File: config.mk
export PLATFORM = sky130hd
export DESIGN_NAME = baccarat_datapath
export DESIGN_NICKNAME = d
export VERILOG_FILES = /design/src/rtl/baccarat_datapath.sv
export SDC_FILE = /design/constraint.sdc
export NUM_CORES = 1
export LEC_CHECK = 0
export ABC_CLOCK_PERIOD_IN_PS = 11550
export CAP_MARGIN = 25
export CORE_MARGIN = 2
export CORE_UTILIZATION = 25
export CTS_CLUSTER_SIZE = 14
export DETAILED_ROUTE_END_ITERATION = 8
export GPL_TIMING_DRIVEN = 0
export PLACE_DENSITY = 0.41
export SLEW_MARGIN = 20
export SYNTH_ARGS = -nofsm -noshare
export SYNTH_HDL_FRONTEND = slang
export SYNTH_SLANG_ARGS = --single-unit
File: constraint.sdc
create_clock -name slow_clock -period 11.55 [get_ports slow_clock]
set_input_delay 1.155 -clock slow_clock [delete_from_list [all_inputs] [get_ports slow_clock]]
set_output_delay 1.155 -clock slow_clock [all_outputs]
set_load 0.005 [all_outputs]
File: src/rtl/baccarat_datapath.sv
`default_nettype none
// ============================================================================
// baccarat_datapath: six card slots, live mod-10 scoring, 7-segment card
// displays and persistent BCD win/loss/tie tallies.   Rev 1.0
// ============================================================================
module baccarat_datapath (
    input  logic       slow_clock,
    input  logic       resetb,
    input  logic [3:0] new_card,
    input  logic       load_pcard1,
    input  logic       load_pcard2,
    input  logic       load_pcard3,
    input  logic       load_dcard1,
    input  logic       load_dcard2,
    input  logic       load_dcard3,
    input  logic       player_win_light,
    input  logic       dealer_win_light,
    input  logic       tally_clr,
    output logic [3:0] pscore,
    output logic [3:0] dscore,
    output logic [3:0] pcard3,
    output logic [6:0] HEX0,
    output logic [6:0] HEX1,
    output logic [6:0] HEX2,
    output logic [6:0] HEX3,
    output logic [6:0] HEX4,
    output logic [6:0] HEX5,
    output logic [7:0] player_tally,
    output logic [7:0] dealer_tally,
    output logic [7:0] tie_tally
);

    // Slot order: 0..2 player cards 1..3, 3..5 dealer cards 1..3
    logic [3:0] card_q [6];
    logic [3:0] card_d [6];
    logic [5:0] load_w;
    logic       prev_end_q, prev_end_d;
    logic       game_end_w;
    logic [7:0] ptally_q, ptally_d;
    logic [7:0] dtally_q, dtally_d;
    logic [7:0] ttally_q, ttally_d;

    function automatic logic [3:0] card_val(input logic [3:0] c);
        return (c >= 4'd1 && c <= 4'd9) ? c : 4'd0;
    endfunction

    function automatic logic [3:0] hand_score(input logic [3:0] a,
                                              input logic [3:0] b,
                                              input logic [3:0] c);
        logic [4:0] s;
        s = {1'b0, card_val(a)} + {1'b0, card_val(b)} + {1'b0, card_val(c)};
        if (s >= 5'd10) s = s - 5'd10;
        if (s >= 5'd10) s = s - 5'd10;
        return s[3:0];
    endfunction

    function automatic logic [6:0] seg7(input logic [3:0] c);
        logic [6:0] h;
        case (c)
            4'd1:    h = 7'b0001000;
            4'd2:    h = 7'b0100100;
            4'd3:    h = 7'b0110000;
            4'd4:    h = 7'b0011001;
            4'd5:    h = 7'b0010010;
            4'd6:    h = 7'b0000010;
            4'd7:    h = 7'b1111000;
            4'd8:    h = 7'b0000000;
            4'd9:    h = 7'b0010000;
            4'd10:   h = 7'b1000000;
            4'd11:   h = 7'b1100001;
            4'd12:   h = 7'b0011000;
            4'd13:   h = 7'b0001001;
            default: h = 7'b1111111;
        endcase
        return h;
    endfunction

    // Two-digit BCD increment that sticks at 99
    function automatic logic [7:0] bcd_inc(input logic [7:0] t);
        logic [7:0] r;
        if (t == 8'h99)
            r = t;
        else if (t[3:0] == 4'd9)
            r = {t[7:4] + 4'd1, 4'd0};
        else
            r = {t[7:4], t[3:0] + 4'd1};
        return r;
    endfunction

    assign load_w = {load_dcard3, load_dcard2, load_dcard1,
                     load_pcard3, load_pcard2, load_pcard1};

    always_comb begin
        card_d = card_q;
        for (int i = 0; i < 6; i++) begin
            if (load_w[i]) card_d[i] = new_card;
        end
        if (!resetb) begin
            for (int i = 0; i < 6; i++) card_d[i] = 4'd0;
        end
    end

    // Game end is suppressed while reset is asserted so held lights count once after release
    assign game_end_w = resetb & (player_win_light | dealer_win_light) & ~prev_end_q;

    always_comb begin
        prev_end_d = resetb ? (player_win_light | dealer_win_light) : 1'b0;
        ptally_d   = ptally_q;
        dtally_d   = dtally_q;
        ttally_d   = ttally_q;
        if (tally_clr) begin
            ptally_d = 8'h00;
            dtally_d = 8'h00;
            ttally_d = 8'h00;
        end else if (game_end_w) begin
            if (player_win_light && dealer_win_light)
                ttally_d = bcd_inc(ttally_q);
            else if (player_win_light)
                ptally_d = bcd_inc(ptally_q);
            else
                dtally_d = bcd_inc(dtally_q);
        end
    end

    always_ff @(posedge slow_clock) begin
        card_q     <= card_d;
        prev_end_q <= prev_end_d;
        ptally_q   <= ptally_d;
        dtally_q   <= dtally_d;
        ttally_q   <= ttally_d;
    end

    assign pscore       = hand_score(card_q[0], card_q[1], card_q[2]);
    assign dscore       = hand_score(card_q[3], card_q[4], card_q[5]);
    assign pcard3       = card_q[2];
    assign HEX0         = seg7(card_q[0]);
    assign HEX1         = seg7(card_q[1]);
    assign HEX2         = seg7(card_q[2]);
    assign HEX3         = seg7(card_q[3]);
    assign HEX4         = seg7(card_q[4]);
    assign HEX5         = seg7(card_q[5]);
    assign player_tally = ptally_q;
    assign dealer_tally = dtally_q;
    assign tie_tally    = ttally_q;

endmodule
`default_nettype wire

After elaboration in Yosys (flattened, before gate mapping)
Memory sizes are Yosys's and may differ from the RTL's. A register that Yosys moved wholly into a read port is not among the register bits. Cells that the tools add are included.

Output and inout port bits: 78. Register bits after elaboration: 49. Memories: 6. Memory bits (read-only): 672. Input bits: 15. Logic and storage cells: 102.

Memory list: (name not given) (depth 16, width 7, read ports 1, clocked after memory_dff 1, wr ports 0, RTL line 59) `case (c)`; (name not given) (depth 16, width 7, read ports 1, clocked after memory_dff 1, wr ports 0, RTL line 59); (name not given) (depth 16, width 7, read ports 1, clocked after memory_dff 1, wr ports 0, RTL line 59); (name not given) (depth 16, width 7, read ports 1, clocked after memory_dff 1, wr ports 0, RTL line 59); (name not given) (depth 16, width 7, read ports 1, clocked after memory_dff 1, wr ports 0, RTL line 59); (name not given) (depth 16, width 7, read ports 1, clocked after memory_dff 1, wr ports 0, RTL line 59).

Magnitude comparators: 16. Add/subtract/negate cells: 14. Bitwise logic cells: 9. Muxes and demuxes: 25. Equal/unequal tests: 6. Reduce and logical (&&, ||, !) cells: 13.

Operator list (count): 4-bit two-way mux (23); 4-bit by 1-bit adder with 4-bit output, second input constant (6); 8-bit == test, second input constant (3); 4-bit by 1-bit >= comparator with 1-bit output, second input constant (6); 4-bit <= comparator, second input constant (6); 5-bit by 4-bit >= comparator with 1-bit output, second input constant (4); 4-bit == test, second input constant (3); 4-bit AND reduction (3); 4-bit by 4-bit adder with 5-bit output (2); 5-bit by 4-bit adder with 5-bit output (2); 5-bit two-way mux (2); 5-bit AND reduction (2); 5-bit by 4-bit subtractor with 5-bit output, second input constant (2); 4-bit subtractor, second input constant (2); 1-bit logical AND (7); 1-bit NOT (6); 3-bit AND reduction (1); 1-bit AND (2); 1-bit OR (1).

Logic depth before layout (Yosys ltp)
Gate-level depths: netlist of run 1.

Depth in word-level cells: 9. Depth in mapped cells: 16. Gate-level depth less buffers: 16.

Worst setup path after synthesis of run 1
OpenSTA, ideal clock, no wires.

Kind: flip-flop to output port. Start: register card_q[23] (netlist name). End: output port pscore[2]. Path buffers: 0. Arrival: 3.555 ns. Slack: 6.840 ns. Stages on the path, launching flop included: 17. Data required time: 10.395 ns. Cells stage by stage: dfxtp_1 > o21ai_0 > and2_1 > fa_1 > ha_1 > fa_1 > inv_1 > ha_1 > nor2b_1 > o21ai_0 > a21boi_1 > mux2_2 > inv_1 > ha_1 > o221a_2 > a21oi_1 > a21o_1.

Longest elaborated chain between the ends: 9. Elaborated cells between the ends (all ways): 12. Those cells by class: add/sub: 4; order compare: 4; mux: 3; reduce/logical: 1.

Ends and longest elaborated chain: from (decl) (RTL line 34) `logic [3:0] card_q [6];`; from (signal assigned) (RTL line 126) `card_q <= card_d;`; 4-bit by 1-bit >= comparator with 1-bit output / 4-bit <= comparator (equally long branches) (RTL line 44) `return (c >= 4'd1 && c <= 4'd9) ? c : 4'd0;`; 1-bit logical AND (RTL line 44); 4-bit two-way mux * (RTL line 44); 4-bit by 4-bit adder with 5-bit output * (RTL line 51) `s = {1'b0, card_val(a)} + {1'b0, card_val(b)} + {1'b0, card_val(c)};`; 5-bit by 4-bit adder with 5-bit output * (RTL line 51); 5-bit by 4-bit subtractor with 5-bit output / 5-bit by 4-bit >= comparator with 1-bit output (equally long branches) (RTL line 52) `if (s >= 5'd10) s = s - 5'd10;`; 5-bit two-way mux * (RTL line 52); 4-bit subtractor / 5-bit by 4-bit >= comparator with 1-bit output (equally long branches) (RTL line 53) `if (s >= 5'd10) s = s - 5'd10;`; 4-bit two-way mux * (RTL line 53); to (decl) (RTL line 19) `output logic [3:0] pscore,`.

Every way passes the cells marked *; elsewhere a longest branch is shown, timed or not.

Worst setup path in the final report of run 1
Start: register card_q[11] (netlist name). End: output port dscore[1].

Longest elaborated chain between the ends: 9. Elaborated cells between the ends (all ways): 12. Those cells by class: add/sub: 4; order compare: 4; mux: 3; reduce/logical: 1.

Ends and longest elaborated chain: 4-bit by 1-bit >= comparator with 1-bit output / 4-bit <= comparator (equally long branches) (RTL line 44); 1-bit logical AND (RTL line 44); 4-bit two-way mux * (RTL line 44); 4-bit by 4-bit adder with 5-bit output * (RTL line 51); 5-bit by 4-bit adder with 5-bit output * (RTL line 51); 5-bit by 4-bit subtractor with 5-bit output / 5-bit by 4-bit >= comparator with 1-bit output (equally long branches) (RTL line 52); 5-bit two-way mux * (RTL line 52); 4-bit subtractor / 5-bit by 4-bit >= comparator with 1-bit output (equally long branches) (RTL line 53); 4-bit two-way mux * (RTL line 53); to (decl) (RTL line 20) `output logic [3:0] dscore,`.

Marked as above.

==> metrics.yaml, run 1 <==
final_layout_size_suffix_gt1_share_pct: 9.496
status: "complete, no violations"
async_flop_share_pct: 0
slowest_delay_ns: 0.55
nets: 769
synthAdderAreaFrac_pct: 16.49
synth_xor_area_share_pct: 2.968
crit_type: "register to primary output"
path_clk_slew_ns: 0.07
die_w_um: 149.8
p_sw_share_pct: 28.43
synth.mux.area_fraction_pct: 9.117
layout_worst_path_cycle_share_pct: 50.84
synth-edff-count: 0
maxCapViolCount: 0
fp-row-count: 53
ys_seq_area_share_pct: 34.30
critPathSlowestCell: "fa_1"
die_h_um: 149.8
ys_seq_elements: 91
startpoint_type: "register"
cts_sinks: 91
synth_area_um2: 5311
clock_power_share_pct: 34.1
syn_to_final_growth_pct: 29.96
clock_path_buffers: 2
synth_compound_area_share_pct: 13.85
max_slew_margin_pct: 55.53
hold_ws_ns: 0.5092
antenna_found_initial: 0
ant_nets: 0
p_per_area_nw_per_um2: 137.3
skew_ns: 0.004755
hp-class: "register to register"
ys_types: 62
vias: 4308
intPower_uw: 678.5
path_buf_inv: 3
via_per_inst: 4.441
dr.pass1.iters: 4
yosysMostFrequentCell: "dfxtp_1"
numCtsBuffers: 9
required_ns: 10.40
cp_cell_sequence: "o21ai_0 > and2_1 > fa_1 > ha_1 > fa_1 > inv_1 > ha_1 > nor2b_1 > o21ai_1 > a21boi_1 > mux2_2 > inv_1 > ha_1 > o221a_2 > o211ai_1 > o21ai_0 > clkdlybuf4s50_1"
initial_core_util_pct: 25.35
ctsResizeCount: 0
ys_top_cells_by_area: "dfxtp_1 34%, ha_1 13%, mux2_2 5.3%"
ir_drop_uv: 62.93
syn_inst: 587
maxSlewViolCount: 0
fin_crit_ns: 5.872
drc: 0
hpwl_mm: 9.920
synthSimpleGateAreaFrac_pct: 17.60
seq_power_share_pct: 37.1
cp_max_fo: 5
track_usage_pct: 12.15
combPwrFrac_pct: 28.7
insertion_delay_ns: 0.35
cts_tree: "built"
fin_tns_setup_ns: 0
synth_warnings: 0
die-area_um2: 22430
routed_wirelength_mm: 13.15
critPathArrivalTime_ns: 4.72
grt_pass1_wl_mm: 21.42
setup_viol: 0
grt_pass1_vias: 4157
io_buffers: 92
p_switching_uw: 269.5
endpoint_kind: "primary output"
p_leak_nw: 3.036
grt_max_degree: 17
core-area_um2: 20960
rsz0062_at_grt: "no"
h-tree-depth: 3
antenna_cells: 0
synth_area_per_cell_um2: 9.048
hold_buffers: 0
ios: 93
cp_top_family: "adder cells"
finalHoldViolations: 0
fillCellCount: 2229
cts_root_buffer: "clkbuf_16"
place_congestion: 0.7794
wl_per_cell_um: 13.56
synth_common_cells: "91 x dfxtp_1, 58 x inv_1, 57 x nand2_1, 54 x ha_1, 46 x nor2_1"
setup_ws_ns: 5.678
synthFlopType: "dfxtp_1"
post_cts_buffers: 0
grt_overflow_total: 0
synth_top_family_by_area: "simple AND/OR/NAND/NOR gates"
synth_top_cell_area_share_pct: 34.30
pre_cts_ws_ns: 6.045
tightest_slew_ns: 0.6601
syn_nets: 666
dr.first_iter.drc_count: 165
crit_top_cell: "ha_1"
max_freq_ghz: 0.1703
synth_top_area_cell: "dfxtp_1"
[cells by family (layout without fill, tap and decap cells)]
kind of cell | count (synthesis) | count (layout)
AND/OR/NAND/NOR | 189 | 189
AO/OA/AOI/OAI | 111 | 111
flip-flops | 91 | 91
buffers and inverters | 75 | 183
adder cells (fa/ha/maj) | 64 | 64
multiplexers | 39 | 39
XOR/XNOR | 18 | 18
[worst register-to-register path, delay by kind of cell, from the launching register on]
kind / cells / cell delay [ns]
multiplexers: 2 / 0.56
AND/OR/NAND/NOR: 1 / 0.45
flip-flops: 1 / 0.37
adder cells (fa/ha/maj): 1 / 0.37
buffers and inverters: 2 / 0.26
[metrics by stage]
step           std cells  utilization [%]  cell area [um^2]  power, mW
4_1_cts              970            32.94              6903     0.9653
5_1_grt              970            32.94              6903      1.009
3_5_place_dp         954            31.38              6576     0.6320
3_3_place_gp         954            31.38              6576     0.6278
6_report             970            32.94              6903     0.9480
2_1_floorplan        587                -              5311     0.5103
[power groups by stage]
stage               registers [mW]  logic, mW  clock network [mW]
floorplan                    0.359      0.151                   0
global placement             0.359      0.269                   0
detailed placement           0.359      0.273                   0
CTS                          0.352      0.275               0.337
global route                 0.355      0.305               0.349
finish                       0.352      0.272               0.324
[metal layers]
metal | part of all wire, % | track usage (%) | up-vias | wire length (um)
li1 | - | - | 2224 | -
met2 | 45 | 19.04 | 79 | 5962
met1 | 48 | 16.12 | 1985 | 6302
met3 | 4.2 | 2.530 | 20 | 547
met4 | 2.6 | 5.377 | 0 | 336
met5 | 0 | 0 | - | 0
[sequential cells by signal (all words and copies together) (netlist names)]
signal and count:
card_q 20, dealer_tally 8, player_tally 8, tie_tally 8
HEX0 7, HEX1 7, HEX2 7, HEX3 7
HEX4 7, HEX5 7, pcard3 4, prev_end_q 1
[area by class of cell]
type / instances / area [um^2] / share of cell area (%)
repair buffers: 92 / 920.9 / 13.34
multi-input cells: 421 / 3188 / 46.18
clock buffers: 9 / 225.2 / 3.263
well taps: 275 / 344.1 / 4.985
clock inverters: 7 / 101.3 / 1.468
inverters: 59 / 221.5 / 3.208
flip-flops and latches: 91 / 1822 / 26.39
plain buffers: 16 / 80.08 / 1.160
[path summary, 6_finish.rpt]
| path | slack [ns] | from | end | cells past startpoint |
|---|---|---|---|---|
| max | 5.68 | card_q[11]$_SDFFE_PN0P_ | dscore[1] | 17 |
| min | 0.51 | player_tally[7]$_SDFFE_PP0P_ | player_tally[7]$_SDFFE_PP0P_ | 2 |
| max reg2reg | 9.49 | card_q[5]$_SDFFE_PN0P_ | HEX4[4]$_DFF_P_ | 6 |
| min reg2reg | 0.51 | player_tally[7]$_SDFFE_PP0P_ | player_tally[7]$_SDFFE_PP0P_ | 2 |
[cell usage in the layout (no fill, tap or decap), types with 5 or more instances in the layout]
| cell | instances |
|---|---|
| nand4_1 | 6 |
| inv_1 | 58 |
| a21oi_1 | 23 |
| and2_1 | 11 |
| ha_1 | 54 |
| fa_1 | 10 |
| nor2b_1 | 21 |
| nor3_1 | 9 |
| mux4_2 | 5 |
| nand2_1 | 57 |
| mux2_2 | 25 |
| clkbuf_16 | 9 |
| clkbuf_1 | 7 |
| nor3b_1 | 7 |
| nand3_1 | 10 |
| a211oi_1 | 5 |
| xor2_1 | 12 |
| dfxtp_1 | 91 |
| o21ai_0 | 34 |
| nor2_1 | 46 |
| mux2i_1 | 9 |
| clkdlybuf4s50_1 | 92 |
| xnor2_1 | 6 |
| or3_1 | 5 |
Power figures use the tool's default switching activity.
==> run 2: changes to the inputs <==
--- a/config.mk
+++ b/config.mk
@@ -5,7 +5,7 @@
 export SDC_FILE = /design/constraint.sdc
 export NUM_CORES = 1
 export LEC_CHECK = 0
-export ABC_CLOCK_PERIOD_IN_PS = 11550
+export ABC_CLOCK_PERIOD_IN_PS = 6010
 export CAP_MARGIN = 25
 export CORE_MARGIN = 2
 export CORE_UTILIZATION = 25
==> constraint.sdc (replaced) <==
create_clock -name slow_clock -period 6.01 [get_ports slow_clock]
set_input_delay 0.601 -clock slow_clock [delete_from_list [all_inputs] [get_ports slow_clock]]
set_output_delay 0.601 -clock slow_clock [all_outputs]
set_load 0.005 [all_outputs]
==> results of run 2 <==
Same layout as run 1 (identical final DEF). Status: complete, no violations.
Main changes from that run: setup slack after placement 6.045 ns -> 1.059 ns; setup slack after layout 5.678 ns -> 0.6923 ns; register-to-register setup slack 9.49 ns -> 3.95 ns; total power 0.9480 mW -> 1.822 mW; worst IR drop on VDD 62.93 uV -> 120.9 uV
==> run 3: changes to the inputs <==
--- a/config.mk
+++ b/config.mk
@@ -12,6 +12,7 @@
 export CTS_CLUSTER_SIZE = 14
 export DETAILED_ROUTE_END_ITERATION = 8
 export GPL_TIMING_DRIVEN = 0
+export HOLD_SLACK_MARGIN = 0.05
 export PLACE_DENSITY = 0.41
 export SLEW_MARGIN = 20
 export SYNTH_ARGS = -nofsm -noshare
==> results of run 3 <==
Same layout as run 1 (identical final DEF). Status: complete, no violations.
Main changes from that run: setup slack after placement 6.045 ns -> 1.059 ns; setup slack after layout 5.678 ns -> 0.6923 ns; register-to-register setup slack 9.49 ns -> 3.95 ns; total power 0.9480 mW -> 1.822 mW; worst IR drop on VDD 62.93 uV -> 120.9 uV
